`src/rtl/ram_bus_arbiter.sv`:
```
// rtl/ram_bus_arbiter.sv - two-master round-robin arbiter in front of the single-port RAM controller
// Optional feature macro ARB_TIMEOUT_EN: force-completes WAIT after TIMEOUT_CYC busy cycles and pulses timeout_err.
module ram_bus_arbiter #(
  parameter int DATA_W      = 32,
  parameter int ADDR_W      = 32,
  parameter int TIMEOUT_CYC = 64
) (
  input  logic              clk,
  input  logic              reset_n,
  input  logic [ADDR_W-1:0] m0_addr,
  input  logic [DATA_W-1:0] m0_wdata,
  input  logic [3:0]        m0_wmask,
  input  logic              m0_rstrb,
  output logic [DATA_W-1:0] m0_rdata,
  output logic              m0_rbusy,
  output logic              m0_wbusy,
  input  logic [ADDR_W-1:0] m1_addr,
  input  logic [DATA_W-1:0] m1_wdata,
  input  logic [3:0]        m1_wmask,
  input  logic              m1_rstrb,
  output logic [DATA_W-1:0] m1_rdata,
  output logic              m1_rbusy,
  output logic              m1_wbusy,
  output logic [ADDR_W-1:0] s_addr,
  output logic [DATA_W-1:0] s_wdata,
  output logic [3:0]        s_wmask,
  output logic              s_rstrb,
  input  logic [DATA_W-1:0] s_rdata,
  input  logic              s_rbusy,
  input  logic              s_wbusy,
  output logic [1:0]        grant
`ifdef ARB_TIMEOUT_EN
  ,
  output logic              timeout_err
`endif
);

  typedef enum logic [1:0] {S_IDLE, S_ISSUE, S_ARM, S_WAIT} state_t;

  state_t            state, next_state;
  logic [1:0]        pending;
  logic [1:0]        is_read;
  logic [ADDR_W-1:0] slot_addr  [2];
  logic [DATA_W-1:0] slot_wdata [2];
  logic [3:0]        slot_wmask [2];
  logic [DATA_W-1:0] rdata_q    [2];
  logic              owner;
  logic              last_grant;
  logic              pick;
  logic              ctl_busy;
  logic              timeout_hit;
  logic              done;

  logic [ADDR_W-1:0] req_addr  [2];
  logic [DATA_W-1:0] req_wdata [2];
  logic [3:0]        req_wmask [2];
  logic [1:0]        req_rstrb;

  assign req_addr[0]  = m0_addr;
  assign req_addr[1]  = m1_addr;
  assign req_wdata[0] = m0_wdata;
  assign req_wdata[1] = m1_wdata;
  assign req_wmask[0] = m0_wmask;
  assign req_wmask[1] = m1_wmask;
  assign req_rstrb    = {m1_rstrb, m0_rstrb};

  assign ctl_busy = s_rbusy | s_wbusy;
  assign done     = !ctl_busy || timeout_hit;
  // On a tie the master that did not win last time is served.
  assign pick     = (pending == 2'b11) ? ~last_grant : pending[1];

  always_ff @(posedge clk or negedge reset_n) begin
    if (!reset_n) begin
      pending <= '0;
      is_read <= '0;
      for (int i = 0; i < 2; i++) begin
        slot_addr[i]  <= '0;
        slot_wdata[i] <= '0;
        slot_wmask[i] <= '0;
      end
    end else begin
      for (int i = 0; i < 2; i++) begin
        if (!pending[i] && (req_rstrb[i] || (req_wmask[i] != 4'h0))) begin
          pending[i]    <= 1'b1;
          is_read[i]    <= req_rstrb[i];
          slot_addr[i]  <= req_addr[i];
          slot_wdata[i] <= req_wdata[i];
          slot_wmask[i] <= req_rstrb[i] ? 4'h0 : req_wmask[i];
        end
      end
      if (state == S_WAIT && done) pending[owner] <= 1'b0;
    end
  end

  always_ff @(posedge clk or negedge reset_n) begin
    if (!reset_n) begin
      rdata_q[0] <= '0;
      rdata_q[1] <= '0;
    end else if (state == S_WAIT && is_read[owner]) begin
      if (timeout_hit) rdata_q[owner] <= DATA_W'(32'hDEADBEEF);
      else if (ctl_busy) rdata_q[owner] <= s_rdata;
    end
  end

  always_ff @(posedge clk or negedge reset_n) begin
    if (!reset_n) begin
      owner      <= 1'b0;
      last_grant <= 1'b1;
    end else if (state == S_IDLE && pending != 2'b00) begin
      owner      <= pick;
      last_grant <= pick;
    end
  end

`ifdef ARB_TIMEOUT_EN
  localparam int TW = $clog2(TIMEOUT_CYC + 1);
  logic [TW-1:0] wait_cnt;

  assign timeout_hit = (state == S_WAIT) && ctl_busy && (wait_cnt == TW'(TIMEOUT_CYC - 1));

  always_ff @(posedge clk or negedge reset_n) begin
    if (!reset_n) begin
      wait_cnt    <= '0;
      timeout_err <= 1'b0;
    end else begin
      timeout_err <= timeout_hit;
      wait_cnt    <= (state == S_WAIT) ? wait_cnt + TW'(1) : '0;
    end
  end
`else
  assign timeout_hit = 1'b0;
  // Keeps the timeout limit a live parameter in builds without the watchdog.
  if (TIMEOUT_CYC > 0) begin : g_timeout_cfg
  end
`endif

  always_ff @(posedge clk or negedge reset_n) begin
    if (!reset_n) state <= S_IDLE;
    else          state <= next_state;
  end

  always_comb begin
    next_state = state;
    case (state)
      S_IDLE:  if (pending != 2'b00) next_state = S_ISSUE;
      S_ISSUE: next_state = S_ARM;
      S_ARM:   next_state = S_WAIT;
      S_WAIT:  if (done) next_state = S_IDLE;
      default: next_state = S_IDLE;
    endcase
  end

  always_comb begin
    s_addr  = '0;
    s_wdata = '0;
    s_wmask = 4'h0;
    s_rstrb = 1'b0;
    grant   = 2'b00;
    if (state != S_IDLE) begin
      s_addr  = slot_addr[owner];
      s_wdata = slot_wdata[owner];
      grant   = owner ? 2'b10 : 2'b01;
      if (!is_read[owner])        s_wmask = slot_wmask[owner];
      else if (state == S_ISSUE)  s_rstrb = 1'b1;
    end
  end

  // Busy is visible combinationally in the strobe cycle, before the slot latches.
  assign m0_rbusy = (pending[0] & is_read[0])  | (!pending[0] & m0_rstrb);
  assign m0_wbusy = (pending[0] & !is_read[0]) | (!pending[0] & !m0_rstrb & (m0_wmask != 4'h0));
  assign m1_rbusy = (pending[1] & is_read[1])  | (!pending[1] & m1_rstrb);
  assign m1_wbusy = (pending[1] & !is_read[1]) | (!pending[1] & !m1_rstrb & (m1_wmask != 4'h0));
  assign m0_rdata = rdata_q[0];
  assign m1_rdata = rdata_q[1];

endmodule

```
`config.mk`:
```
export PLATFORM = sky130hd
export DESIGN_NAME = ram_bus_arbiter
export DESIGN_NICKNAME = d
export VERILOG_FILES = /design/src/rtl/ram_bus_arbiter.sv
export SDC_FILE = /design/constraint.sdc
export NUM_CORES = 1
export LEC_CHECK = 0
export ABC_CLOCK_PERIOD_IN_PS = 3490
export CAP_MARGIN = 20
export CORE_ASPECT_RATIO = 0.8
export CORE_MARGIN = 1.5
export CORE_UTILIZATION = 40
export CTS_CLUSTER_SIZE = 28
export DETAILED_ROUTE_END_ITERATION = 16
export GPL_ROUTABILITY_DRIVEN = 0
export PLACE_DENSITY = 0.69
export SETUP_SLACK_MARGIN = 0.3
export SLEW_MARGIN = 30
export SYNTH_ARGS = -nofsm -noshare
export SYNTH_HDL_FRONTEND = slang
export SYNTH_SLANG_ARGS = --single-unit
```
`constraint.sdc`:
```
create_clock -name clk -period 3.49 [get_ports clk]
set_clock_uncertainty 0.15 [all_clocks]
set_input_delay 0.5235 -clock clk [delete_from_list [all_inputs] [get_ports clk]]
set_output_delay 0.5235 -clock clk [all_outputs]
set_load 0.01 [all_outputs]
```
* After elaboration in Yosys (flattened, before gate mapping)
Cells that the tools add are included.
** Word-level totals
- Logic and storage cells :: 100
- Bits in registers :: 208
** Operators by class
- Magnitude comparators :: 4
- Reductions and logical operators :: 23
- Bitwise gates (word level) :: 19
- Multiplexer cells :: 34
- Eq/ne operators :: 6
** Operators by type and width (count)
- $mux W32 :: 9
- $bwmux W64 :: 1
- $demux W32 S1 :: 1
- $mux W4 :: 7
- $and A1 B1 Y1 :: 10
- $mux W2 :: 5
- $mux W1 :: 9
- $pmux W2 S4 :: 1
- $reduce_bool A4 Y1 :: 2
- $logic_and A1 B1 Y1 :: 7
- $logic_not A1 Y1 :: 7
- $eq A2 B2 Y1 const B :: 3
- $or A1 B1 Y1 :: 5
- $reduce_and A2 Y1 :: 2
- $reduce_bool A2 Y1 :: 2
- $and A2 B2 Y2 :: 1
- $eq A2 B1 Y1 const B :: 1
- $ge A2 B2 Y1 const B :: 1
- $logic_not A2 Y1 :: 1
- $logic_or A1 B1 Y1 :: 2
- $lt A1 B2 Y1 const B :: 1
- $lt A2 B1 Y1 const B :: 1
- $ne A2 B1 Y1 const B :: 1
- $ne A2 B2 Y1 const B :: 1
- other kinds (5) :: 5

* Longest topological paths before layout
- Depth in word-level cells :: 7
- Mapped depth :: 6
- Gate-level depth less buffers :: 4

* Worst setup path before layout
Ideal clock, no wire load.
- Path kind :: reg-to-output
- Start point :: reg state[0]
- End point :: out s_addr[24]
- Cell stages (with the launch flop) :: 6
- Data arrival time :: 1.355 ns
- Path buffers :: 2
- Setup slack :: 1.461 ns
- Cell sequence :: dfrtp_1 -> inv_1 -> ha_1 -> clkbuf_1 -> clkbuf_1 -> nor2_1
** On the way
- Word-level cells in the longest chain between the ends :: 2
** RTL lines
- from (decl) :: line 40 : state_t state, next_state;
- from (signal assigned) :: line 139 : else state <= next_state;
- $reduce_bool A2 Y1 :: line 159 : if (state != S_IDLE) begin
- $mux W32 :: line 159
- to (decl) :: line 24 : output logic [ADDR_W-1:0] s_addr,
Every way passes these cells.

* Worst setup path in the final report
- Start point :: reg state[0]
- End point :: out s_wdata[4]
** On the way
- Word-level cells in the longest chain between the ends :: 2
** RTL lines
- $reduce_bool A2 Y1 :: line 159
- $mux W32 :: line 159
- to (decl) :: line 25 : output logic [DATA_W-1:0] s_wdata,
Every way passes these cells.

==> impl_metrics.ini <==
[synthesis]
synthCells = 652
ys_types = 29
postSynthRegisterBits = 208
syn-num-nets = 830
synth.yosys.warnings = 0
yosysSeqAreaShare = 0.5606
syn_area_per_cell_sq_um = 14.24
netlist_area_sq_um = 9286

[worst_setup_path]
critPathRequiredTime_ps = 2820
critPathKind = reg2out
worst-path-buf-inv = 3
cpLargestDelayFamily = buffers and inverters
timing.critical_path.slowest_stage_cell = sky130_fd_sc_hd__clkdlybuf4s50_1
cp-end-kind = output pin
critPathArrivalTime_ps = 2350
start_kind = register
timing.critical_path.cells = inv_1, ha_2, buf_4, nor2_1, clkdlybuf4s50_1
worst_path_largest_cell_delay_ps = 510
critical_path_peak_fanout = 47

[min_path]
hold_class = reg2reg

[cells_and_area]
final_core_util = 0.5979
final_layout_size_suffix_gt1_frac = 0.2559
antenna_cells = 0
finish.net_count = 1148
ff_latch_area_sq_um = 5210
fin_area_sq_um = 13530
synthToLayoutAreaGrowth_pct = 45.65
multi_input_gate_area_in_the_final_layout_sq_um = 3821
nFillCells = 1825

[power]
power.switching_fraction = 0.3145
pwr-share-comb = 0.476
cellInternalPower_mw = 8.651
power.density_cell_area_nw_per_um2 = 933.0
max-vdd-ir-drop_mv = 0.4682
p_leak_nw = 5.772
power.net_switching_mw = 3.968
pwr-share-seq = 0.344
share_clk_of_total_power = 0.180

[clock_network]
cts_max_path_buffers = 3
cts_tree = built
clock_tree.root_cell = sky130_fd_sc_hd__clkbuf_16
cts-buffers-inserted = 23
cts_max_level = 1
clock_sink_count = 208
worstSkewPairLatency_ps = 500
cts.reportedPaths.clkPinSlew_ps = 60

[sta]
layout_min_cycle_time_ps = 3027
hold_violations = 0
setup-tns-final_ps = 0
worst_slew_pin_slew_ps = 670.8
finalMaxSlewViolations = 0
max_slew_margin = 0.5528
timing.fmax_mhz = 330.3
timing.final.setup_violations = 0
finalCritPeriodShare = 0.8674
grt_setup_unrepaired = no

[floorplanning]
die_height_microns = 139.3
die_w_microns = 173.4
placementRows = 49
floorplan.initialDensity = 0.4105
die_area_sq_um = 24140
design.portCount = 313
design.core.area_sq_um = 22620

[route]
drt-wirelength-per-cell_microns = 18.67
vias = 6260
vias_per_cell = 4.864
detailedRoute.firstIterationViolations = 287
totalWireLength_microns = 24020
route.antenna.remaining_nets = 0
first_pass_iters = 4
drc = 0

[placed_design]
placement.cell_area_sq_um = 12800
dp_hpwl_microns = 16660
placement.io_buffers = 312

[run_status]
outcome = complete, no violations

[grt]
grt_max_degree = 81
first_global_vias = 6588
grt_usage = 0.1973
grt_pass1_wl_microns = 37860
globalRouteOverflowTotal = 0
grt_antenna_before_repair = 0

[job]
max_cap_viol_count = 0
## logic make-up (layout without fill, tap and decap cells)
kind of cell / count (synthesis) / after routing / share of synthesized area
buffers and inverters: 48 / 377 / 0.02978
multiplexers: 258 / 258 / 0.3348
AO/OA/AOI/OAI: 29 / 29 / 0.02062
adder cells (fa/ha/maj): 4 / 4 / 0.005390
flip-flops: 208 / 208 / 0.5606
AND/OR/NAND/NOR: 105 / 105 / 0.04877
## synth_stat cells (all sizes together)
master / count / area share
a32o: 1 / 0.0011
nor2b: 4 / 0.0027
mux2: 193 / 0.26
dfstp: 1 / 0.0028
dfrtp: 207 / 0.56
nand2b: 2 / 0.0013
o32a: 1 / 0.0011
a22oi: 5 / 0.0040
a21oi: 7 / 0.0046
inv: 9 / 0.0036
a32oi: 2 / 0.0019
a31oi: 1 / 0.00067
o21ai: 9 / 0.0049
nor2: 77 / 0.031
o21a: 3 / 0.0024
nand3: 2 / 0.0011
clkbuf: 7 / 0.0028
buf: 32 / 0.023
nor3b: 1 / 0.00081
mux2i: 65 / 0.070
and3: 1 / 0.00067
nor4: 2 / 0.0046
ha: 4 / 0.0054
nand2: 16 / 0.0065
## layout by cell type, fill, tap and decap left out, types with 2 or more instances in the layout
cell / instances
sky130_fd_sc_hd__dfrtp_1: 206
sky130_fd_sc_hd__mux2_4: 76
sky130_fd_sc_hd__ha_1: 3
sky130_fd_sc_hd__clkbuf_1: 3
sky130_fd_sc_hd__nor4_4: 2
sky130_fd_sc_hd__nand3_1: 2
sky130_fd_sc_hd__nor2b_1: 4
sky130_fd_sc_hd__nand2_1: 16
sky130_fd_sc_hd__clkbuf_16: 23
sky130_fd_sc_hd__a32oi_1: 2
sky130_fd_sc_hd__buf_12: 7
sky130_fd_sc_hd__inv_1: 9
sky130_fd_sc_hd__clkbuf_8: 4
sky130_fd_sc_hd__a21oi_1: 5
sky130_fd_sc_hd__a21oi_4: 2
sky130_fd_sc_hd__o21a_1: 3
sky130_fd_sc_hd__nand2b_1: 2
sky130_fd_sc_hd__clkdlybuf4s50_1: 311
sky130_fd_sc_hd__clkinv_2: 5
sky130_fd_sc_hd__o21ai_0: 9
sky130_fd_sc_hd__a22oi_1: 5
sky130_fd_sc_hd__mux2_2: 115
sky130_fd_sc_hd__nor2_1: 77
sky130_fd_sc_hd__buf_4: 11
sky130_fd_sc_hd__mux2i_1: 65
sky130_fd_sc_hd__mux2_1: 2
## layout make-up
class,count,area share
Clock inverter,7,0.004625
Clock buffer,29,0.04644
Inverter,9,0.002498
Multi-Input combinational cell,396,0.2825
Sequential cell,208,0.3852
Tap cell,306,0.02831
Timing Repair Buffer,332,0.2504
## sequential cells by signal, summed over array words and instances, names as in the netlist
| name | count |
|---|---|
| last_grant | 1 |
| owner | 1 |
| state | 2 |
| slot_wmask | 8 |
| is_read | 2 |
| m1_rdata | 32 |
| m0_rdata | 32 |
| slot_wdata | 64 |
| pending | 2 |
| slot_addr | 64 |
## power groups by stage
stage / combinational, mW / clock [mW] / sequential (mW)
floorplan: 3.04 / 0 / 4.33
global placement: 5.92 / 0 / 4.38
detailed placement: 5.96 / 0 / 4.41
CTS: 6.07 / 2.34 / 4.35
global route: 6.42 / 2.43 / 4.50
finish: 6.01 / 2.27 / 4.35
## path summary, 6_finish.rpt
kind / start / end / slack [ps] / cells after the start
setup / recovery: state[0] / s_wdata[4] / 460 / 5
hold / removal: m0_rdata[5] / m0_rdata[5] / 330 / 1
setup reg to reg: state[0] / m0_rdata[8] / 1420 / 5
hold reg to reg: m0_rdata[5] / m0_rdata[5] / 330 / 1
max in group asynchronous: reset_n / slot_wdata[33] / 1930 / 3
min in group asynchronous: reset_n / m1_rdata[23] / 480 / 2
## what timing repair did
action	CTS	global route
hold endpoints to repair	76	0
gates resized for setup	0	0
endpoints found under the setup margin	1	0
buffers inserted	1	0
hold buffers	1	0
## metrics by stage
| step | std cells | worst slack [ps] | total power, mW | hold slack, ps |
|---|---|---|---|---|
| final | 1287 | 462.7 | 12.62 | 332.4 |
| after global placement | 1249 | 578.4 | 10.30 | 321.0 |
| after floorplan | 652 | 1461 | 7.370 | 77.91 |
| after global routing | 1287 | 370.2 | 13.35 | 365.6 |
| after detailed placement | 1249 | 533.3 | 10.37 | 324.0 |
| after CTS | 1287 | 461.4 | 12.77 | 336.7 |
## per-layer routing
metal / global-route usage / part of all wire
met1: 0.2745 / 0.46
met2: 0.3071 / 0.45
met3: 0.05273 / 0.065
met4: 0.04851 / 0.023
met5: 0 / 0
(Power assumes the default switching activity.)
